`src/rtl/fpnew_opgroup_out_arb_pkg.sv`:
```
// Helpers local to the op-group output arbiter.
package fpnew_opgroup_out_arb_pkg;

  // Width of a round-robin index; a single input still needs one bit.
  function automatic int unsigned idx_width(input int unsigned n);
    int unsigned w;
    w = (n > 32'd1) ? $clog2(n) : 32'd1;
    return w;
  endfunction

endpackage

```
`src/rtl/fpnew_pkg.sv`:
```
// Shared FPU package: IEEE 754 exception flag bundle used by every op group.
package fpnew_pkg;

  typedef struct packed {
    logic NV; // invalid
    logic DZ; // divide by zero
    logic OF; // overflow
    logic UF; // underflow
    logic NX; // inexact
  } status_t;

endpackage

```
`src/rtl/fpnew_skid_reg.sv`:
```
// Two-entry output register (main + skid). Main drives the outputs; skid
// absorbs one transfer accepted while main is stalled, so upstream ready
// is a pure register output with no path from out_ready_i.
module fpnew_skid_reg #(
  parameter type DataType = logic
) (
  input  logic    clk_i,
  input  logic    rst_i,
  input  logic    flush_i,
  input  logic    in_valid_i,
  input  DataType in_data_i,
  output logic    in_ready_o,
  output logic    out_valid_o,
  input  logic    out_ready_i,
  output DataType out_data_o,
  output logic    skid_valid_o
);

  logic    main_valid;
  logic    skid_valid;
  DataType main_data;
  DataType skid_data;
  logic    drain;

  // Main register may take new data when empty or being consumed.
  always_comb begin
    drain = ~main_valid | out_ready_i;
  end

  // Main/skid state: reset beats flush, flush beats any transfer.
  always_ff @(posedge clk_i) begin
    if (rst_i) begin
      main_valid <= 1'b0;
      skid_valid <= 1'b0;
      main_data  <= '0;
      skid_data  <= '0;
    end else if (flush_i) begin
      main_valid <= 1'b0;
      skid_valid <= 1'b0;
    end else if (drain) begin
      if (skid_valid) begin
        // Upstream ready is low while skid is full, so no input collides here.
        main_data  <= skid_data;
        main_valid <= 1'b1;
        skid_valid <= 1'b0;
      end else if (in_valid_i) begin
        main_data  <= in_data_i;
        main_valid <= 1'b1;
      end else begin
        main_valid <= 1'b0;
      end
    end else if (in_valid_i) begin
      skid_data  <= in_data_i;
      skid_valid <= 1'b1;
    end else begin
      main_valid <= main_valid;
    end
  end

  assign in_ready_o   = ~skid_valid;
  assign out_valid_o  = main_valid;
  assign out_data_o   = main_data;
  assign skid_valid_o = skid_valid;

endmodule

```
`src/rtl/fpnew_opgroup_out_arb.sv`:
```
// Round-robin arbiter collecting results from the format slices of one
// operation group onto a single registered output channel.
module fpnew_opgroup_out_arb
  import fpnew_pkg::*;
  import fpnew_opgroup_out_arb_pkg::*;
#(
  parameter int unsigned NumInputs = 4,
  parameter int unsigned Width     = 64,
  parameter type         TagType   = logic
) (
  input  logic                             clk_i,
  input  logic                             rst_i,
  input  logic                             flush_i,
  input  logic [NumInputs-1:0][Width-1:0]  slice_result_i,
  input  status_t [NumInputs-1:0]          slice_status_i,
  input  logic [NumInputs-1:0]             slice_ext_bit_i,
  input  TagType [NumInputs-1:0]           slice_tag_i,
  input  logic [NumInputs-1:0]             slice_valid_i,
  output logic [NumInputs-1:0]             slice_ready_o,
  input  logic [NumInputs-1:0]             slice_busy_i,
  output logic [Width-1:0]                 result_o,
  output status_t                          status_o,
  output logic                             extension_bit_o,
  output TagType                           tag_o,
  output logic                             out_valid_o,
  input  logic                             out_ready_i,
  output logic                             busy_o
);

  localparam int unsigned IDX_W = idx_width(NumInputs);

  typedef struct packed {
    logic [Width-1:0] result;
    status_t          status;
    logic             ext_bit;
    TagType           tag;
  } slice_data_t;

  logic [IDX_W-1:0]     rr_ptr;
  logic [IDX_W-1:0]     grant_idx;
  logic [NumInputs-1:0] grant;
  logic                 found;
  logic                 accept;
  logic                 skid_ready;
  logic                 skid_valid;
  slice_data_t          sel_data;
  slice_data_t          main_data;

  // Pick the first valid slice at or after rr_ptr, wrapping around.
  always_comb begin
    grant     = '0;
    grant_idx = '0;
    found     = 1'b0;
    for (int unsigned off = 0; off < NumInputs; off++) begin
      if (!found && slice_valid_i[(32'(rr_ptr) + off) % NumInputs]) begin
        found     = 1'b1;
        grant_idx = IDX_W'((32'(rr_ptr) + off) % NumInputs);
        grant[(32'(rr_ptr) + off) % NumInputs] = 1'b1;
      end else begin
        found = found;
      end
    end
  end

  // Ready only from registered skid state and flush, never from out_ready_i.
  always_comb begin
    slice_ready_o = grant & {NumInputs{skid_ready & ~flush_i}};
    accept        = |(slice_valid_i & slice_ready_o);
    sel_data.result  = slice_result_i[grant_idx];
    sel_data.status  = slice_status_i[grant_idx];
    sel_data.ext_bit = slice_ext_bit_i[grant_idx];
    sel_data.tag     = slice_tag_i[grant_idx];
  end

  // Advance the round-robin pointer past the slice just accepted.
  always_ff @(posedge clk_i) begin
    if (rst_i) begin
      rr_ptr <= '0;
    end else if (accept) begin
      rr_ptr <= IDX_W'((32'(grant_idx) + 32'd1) % NumInputs);
    end else begin
      rr_ptr <= rr_ptr;
    end
  end

  fpnew_skid_reg #(
    .DataType (slice_data_t)
  ) u_skid (
    .clk_i        (clk_i),
    .rst_i        (rst_i),
    .flush_i      (flush_i),
    .in_valid_i   (accept),
    .in_data_i    (sel_data),
    .in_ready_o   (skid_ready),
    .out_valid_o  (out_valid_o),
    .out_ready_i  (out_ready_i),
    .out_data_o   (main_data),
    .skid_valid_o (skid_valid)
  );

  assign result_o        = main_data.result;
  assign status_o        = main_data.status;
  assign extension_bit_o = main_data.ext_bit;
  assign tag_o           = main_data.tag;
  assign busy_o          = out_valid_o | skid_valid | (|slice_busy_i);

endmodule

```
`config.mk`:
```
export PLATFORM = sky130hd
export DESIGN_NAME = fpnew_opgroup_out_arb
export DESIGN_NICKNAME = d
export VERILOG_FILES = /design/src/rtl/fpnew_opgroup_out_arb_pkg.sv /design/src/rtl/fpnew_pkg.sv /design/src/rtl/fpnew_skid_reg.sv /design/src/rtl/fpnew_opgroup_out_arb.sv
export SDC_FILE = /design/constraint.sdc
export NUM_CORES = 1
export LEC_CHECK = 0
export ABC_AREA = 1
export BUFFER_PORTS_ARGS = -buffer_cell sky130_fd_sc_hd__buf_2
export CELL_PAD_IN_SITES_DETAIL_PLACEMENT = 1
export CELL_PAD_IN_SITES_GLOBAL_PLACEMENT = 2
export CORE_UTILIZATION = 21
export CTS_CLUSTER_DIAMETER = 100
export DETAILED_ROUTE_END_ITERATION = 6
export GPL_ROUTABILITY_DRIVEN = 0
export GPL_TIMING_DRIVEN = 0
export PLACE_DENSITY = 0.85
export SETUP_SLACK_MARGIN = 0.2
export SYNTH_ARGS = -nofsm -noshare
export SYNTH_HDL_FRONTEND = slang
export SYNTH_SLANG_ARGS = --single-unit
export TNS_END_PERCENT = 50
```
`constraint.sdc`:
```
create_clock -name clk_i -period 2.8 [get_ports clk_i]
set_clock_uncertainty 0.1 [all_clocks]
set_input_delay 0.42 -clock clk_i [delete_from_list [all_inputs] [get_ports clk_i]]
set_output_delay 0.42 -clock clk_i [all_outputs]
set_load 0.03 [all_outputs]
```
==> results.md <==
- Post-Synth XOR/XNOR Area: 0.0957%
- Critical Path AT: 3.13 ns
- Cells after synthesis: 1,575
- Share of synthesized area occupied by flip-flops and latches: 31.9%
- Int Power: 11,100 uW
- Synth area leader: dfxtp_1
- Most frequent cells after synthesis: nand2_1 (596), nand3_1 (240), nor2_1 (217), dfxtp_1 (146), inv_1 (84)
- Final setup margin: -0.0315 ns
- Met2 WL: 25,700 um
- Worst Hold Launch: rst_i
- Final setup TNS: -0.151 ns
- Via/cell ratio: 4.57
- CP cell instances: buf_8, buf_6, buf_4, nand2_1, nand3_1, nand2_2, nand2_2, inv_4, nand2_4, nand3b_4, nand2_8, inv_12, buf_16, clkbuf_16, nand2_1, nand3_2, nand3_2, nand2_2, nor2_2, nor2_1
- Adder-Cell Fraction of Synth Area: 0.957%
- Final Hold Viols: 0
- Die Footprint: 44,400 um2
- Iter 0 DRT Violations: 342
- Clock transition at path regs: 0.07 ns
- Unique masters post-synth: 32
- GRT Total Usage: 22.1%
- Crit path time final: 2.83 ns
- Clock power frac: 10.8%
- GRT overflow: 0
- Setup crit start kind: flip-flop
- Crit-path most repeated cell: nand2_2
- Finished Layout Cells: 2,629
- Switching part of the total: 54.0%
- Root Buffer: clkbuf_16
- Critical path peak fanout: 8
- Initial antenna violation count: 5
- Placed inst area: 11,700 um2
- Synthesized area per cell: 5.81 um2
- FP Rows: 76
- Number of CTS-inserted buffers: 17
- Clock Latency Late Sink: 0.46 ns
- First drt pass iteration count: 5
- Global-route wire length before repair: 73,200 um
- Total wire length: 51,600 um
- NetSw: 13,000 uW
- CTS tree: yes
- Outcome: complete, but fails checks
- FF-to-FF Start: rr_ptr[0]
- Failing checks: setup timing
- Horiz. Die Dim: 211 um
- Final worst-path cycle share: 101%
- Port-buffer cells: 372
- Crit Path Category: flip-flop to flip-flop
- Hold Path Class: primary input to flip-flop
- Total of max-cap violations: 0
- Largest net degree at the start of global routing: 17
- Highest clock rate: 353 MHz
- Syn-to-layout area delta: 64.8%
- Yosys reg bits: 146
- Synth top area share: 31.9%
- Final Max Tran Viols: 0
- Die Y: 211 um
- CORE AREA: 43,000 um2
- Ys Warns: 0
- Crit end category: flip-flop
- Routed wl met3: 2300 um
- Post-synthesis cell area: 9150 um2
- Number of flops mapped to enable cells by yosys: 0
- Main synth FF type: dfxtp_1
- Flop pwr share: 11.1%
- Compound-cell area share of the yosys netlist: 8.79%
- Hold WS: 0.106 ns
- Slowest-stage cell, CP: dfxtp_4
- Rel. slew slack: 40.2%
- Vias: 12,009
- WL met1: 22,300 um
- CP Data Required Time: 3.10 ns
- Clock Tree Buf Depth: 2
- Mux share of post-synthesis cell area: 0%
- Highest metal used: met5
- Worst-Margin Slew: 0.897 ns
- Synthesized net count: 1,878
- Largest cells by area after synthesis: dfxtp_1 (32%), nand2_1 (24%), nand3_1 (13%), nor2_1 (8.9%), a21oi_1 (4.1%)
- Htree depth: 4
- Most common cell in the netlist: nand2_1
- Asr flop ratio synth: 0%
- Post-Layout Inst Area: 15,100 um2
- RSZ-0062 raised after global routing: yes
- Final-report setup violation count: 11
- PD cells: 1600 nW/um2
- CP startpoint: rr_ptr[0]
- Drt wl/cell: 19.6 um
- HPWL after detailed placement: 36,700 um
- NumNets Final: 2,330
- VDD IR max: 0.558 mV
- I/O Pins: 373
- Main combinational cell family by area after synthesis: simple AND/OR/NAND/NOR gates
- Leakage: 0.00751 uW
- Placed cell count: 2,532
- Final ANT Viol Nets: 0
- Comb power frac: 78.1%
- Worst path max stage delay: 0.36 ns
- Post-synthesis simple-gate area fraction: 48.2%
- Layout cell share with drive strength beyond 1: 39.5%
- Remaining DRCs: 0
- Starting density of the core: 21.3%
- Vias in the first global route: 12,324
- Clock sink count: 146
[metal layers]
| metal | vias up | global-route usage (%) |
|---|---|---|
| li1 | 5912 | - |
| met1 | 5674 | 26.5 |
| met2 | 346 | 39.4 |
| met3 | 73 | 4.49 |
| met5 | - | 0 |
| met4 | 4 | 6.97 |
[worst max-delay path, delay by kind of cell (launching register included)]
kind / cells / cell delay, ns
simple gates: 13 / 1.25
buf+inv: 7 / 1.01
flops: 1 / 0.36
[state kept, by name, indices dropped and copies added, names as in the netlist]
name	flops
u_skid.skid_data	71
u_skid.out_valid_o	1
rr_ptr	2
u_skid.skid_valid_o	1
u_skid.out_data_o	71
[final timing paths]
path	to	slack, ns	cells past startpoint
hold reg to reg	u_skid.out_data_o[28]	0.41	4
setup / recovery	u_skid.out_data_o[70]	-0.03	20
setup reg to reg	u_skid.out_data_o[70]	-0.03	20
hold / removal	u_skid.out_valid_o	0.11	2
[cells by family after synthesis]
| family | Yosys count |
|---|---|
| compound gates | 156 |
| xor+xnor | 1 |
| fa+ha+maj | 7 |
| buf+inv | 195 |
| flops | 146 |
| simple gates | 1070 |
[layout by cell type, fill, tap and decap left out, types with 31 or more instances in the layout]
master	instances
clkbuf_16	31
nor2_2	36
inv_1	79
nand3_1	145
dfxtp_1	144
o21ai_0	66
nor2_1	178
nand2_2	40
a21oi_2	49
buf_2	370
buf_4	40
nand3_2	84
nand2_1	545
[power by group through the flow]
stage	sequential (uW)	combinational (uW)	clock [uW]
floorplan	3320	7760	0
global placement	2710	12800	0
detailed placement	2730	13000	0
CTS	2680	16300	2660
global route	2730	20400	2740
finish	2680	18800	2590
[area by class of cell]
type | instances | area [um2]
buffer | 104 | 1050
inverter | 91 | 404
multi-input combinational | 1238 | 6530
fill | 5511 | 27900
antenna | 4 | 10.0
sequential | 146 | 2930
timing repair buffer | 429 | 2780
tap | 585 | 732
clock buffer | 22 | 464
clock inverter | 10 | 180
[metrics by stage]
step	power [uW]	worst slack [ns]	util (%)
floorplan	11100	0.223	-
global placement	15500	-1.53	27.3
detailed placement	15800	-1.52	27.3
CTS	21700	0.0688	31.8
global route	25900	-0.145	35.1
finish	24100	-0.0315	35.1
[timing repair]
item / CTS / global route
buffers inserted: 29 / 10
setup endpoints to repair: 151 / 149
cloned: 7 / 15
hold buffers: 0 / 0
gates resized for setup: 232 / 261
pin swaps: 31 / 72
Power figures use the tool's default switching activity.
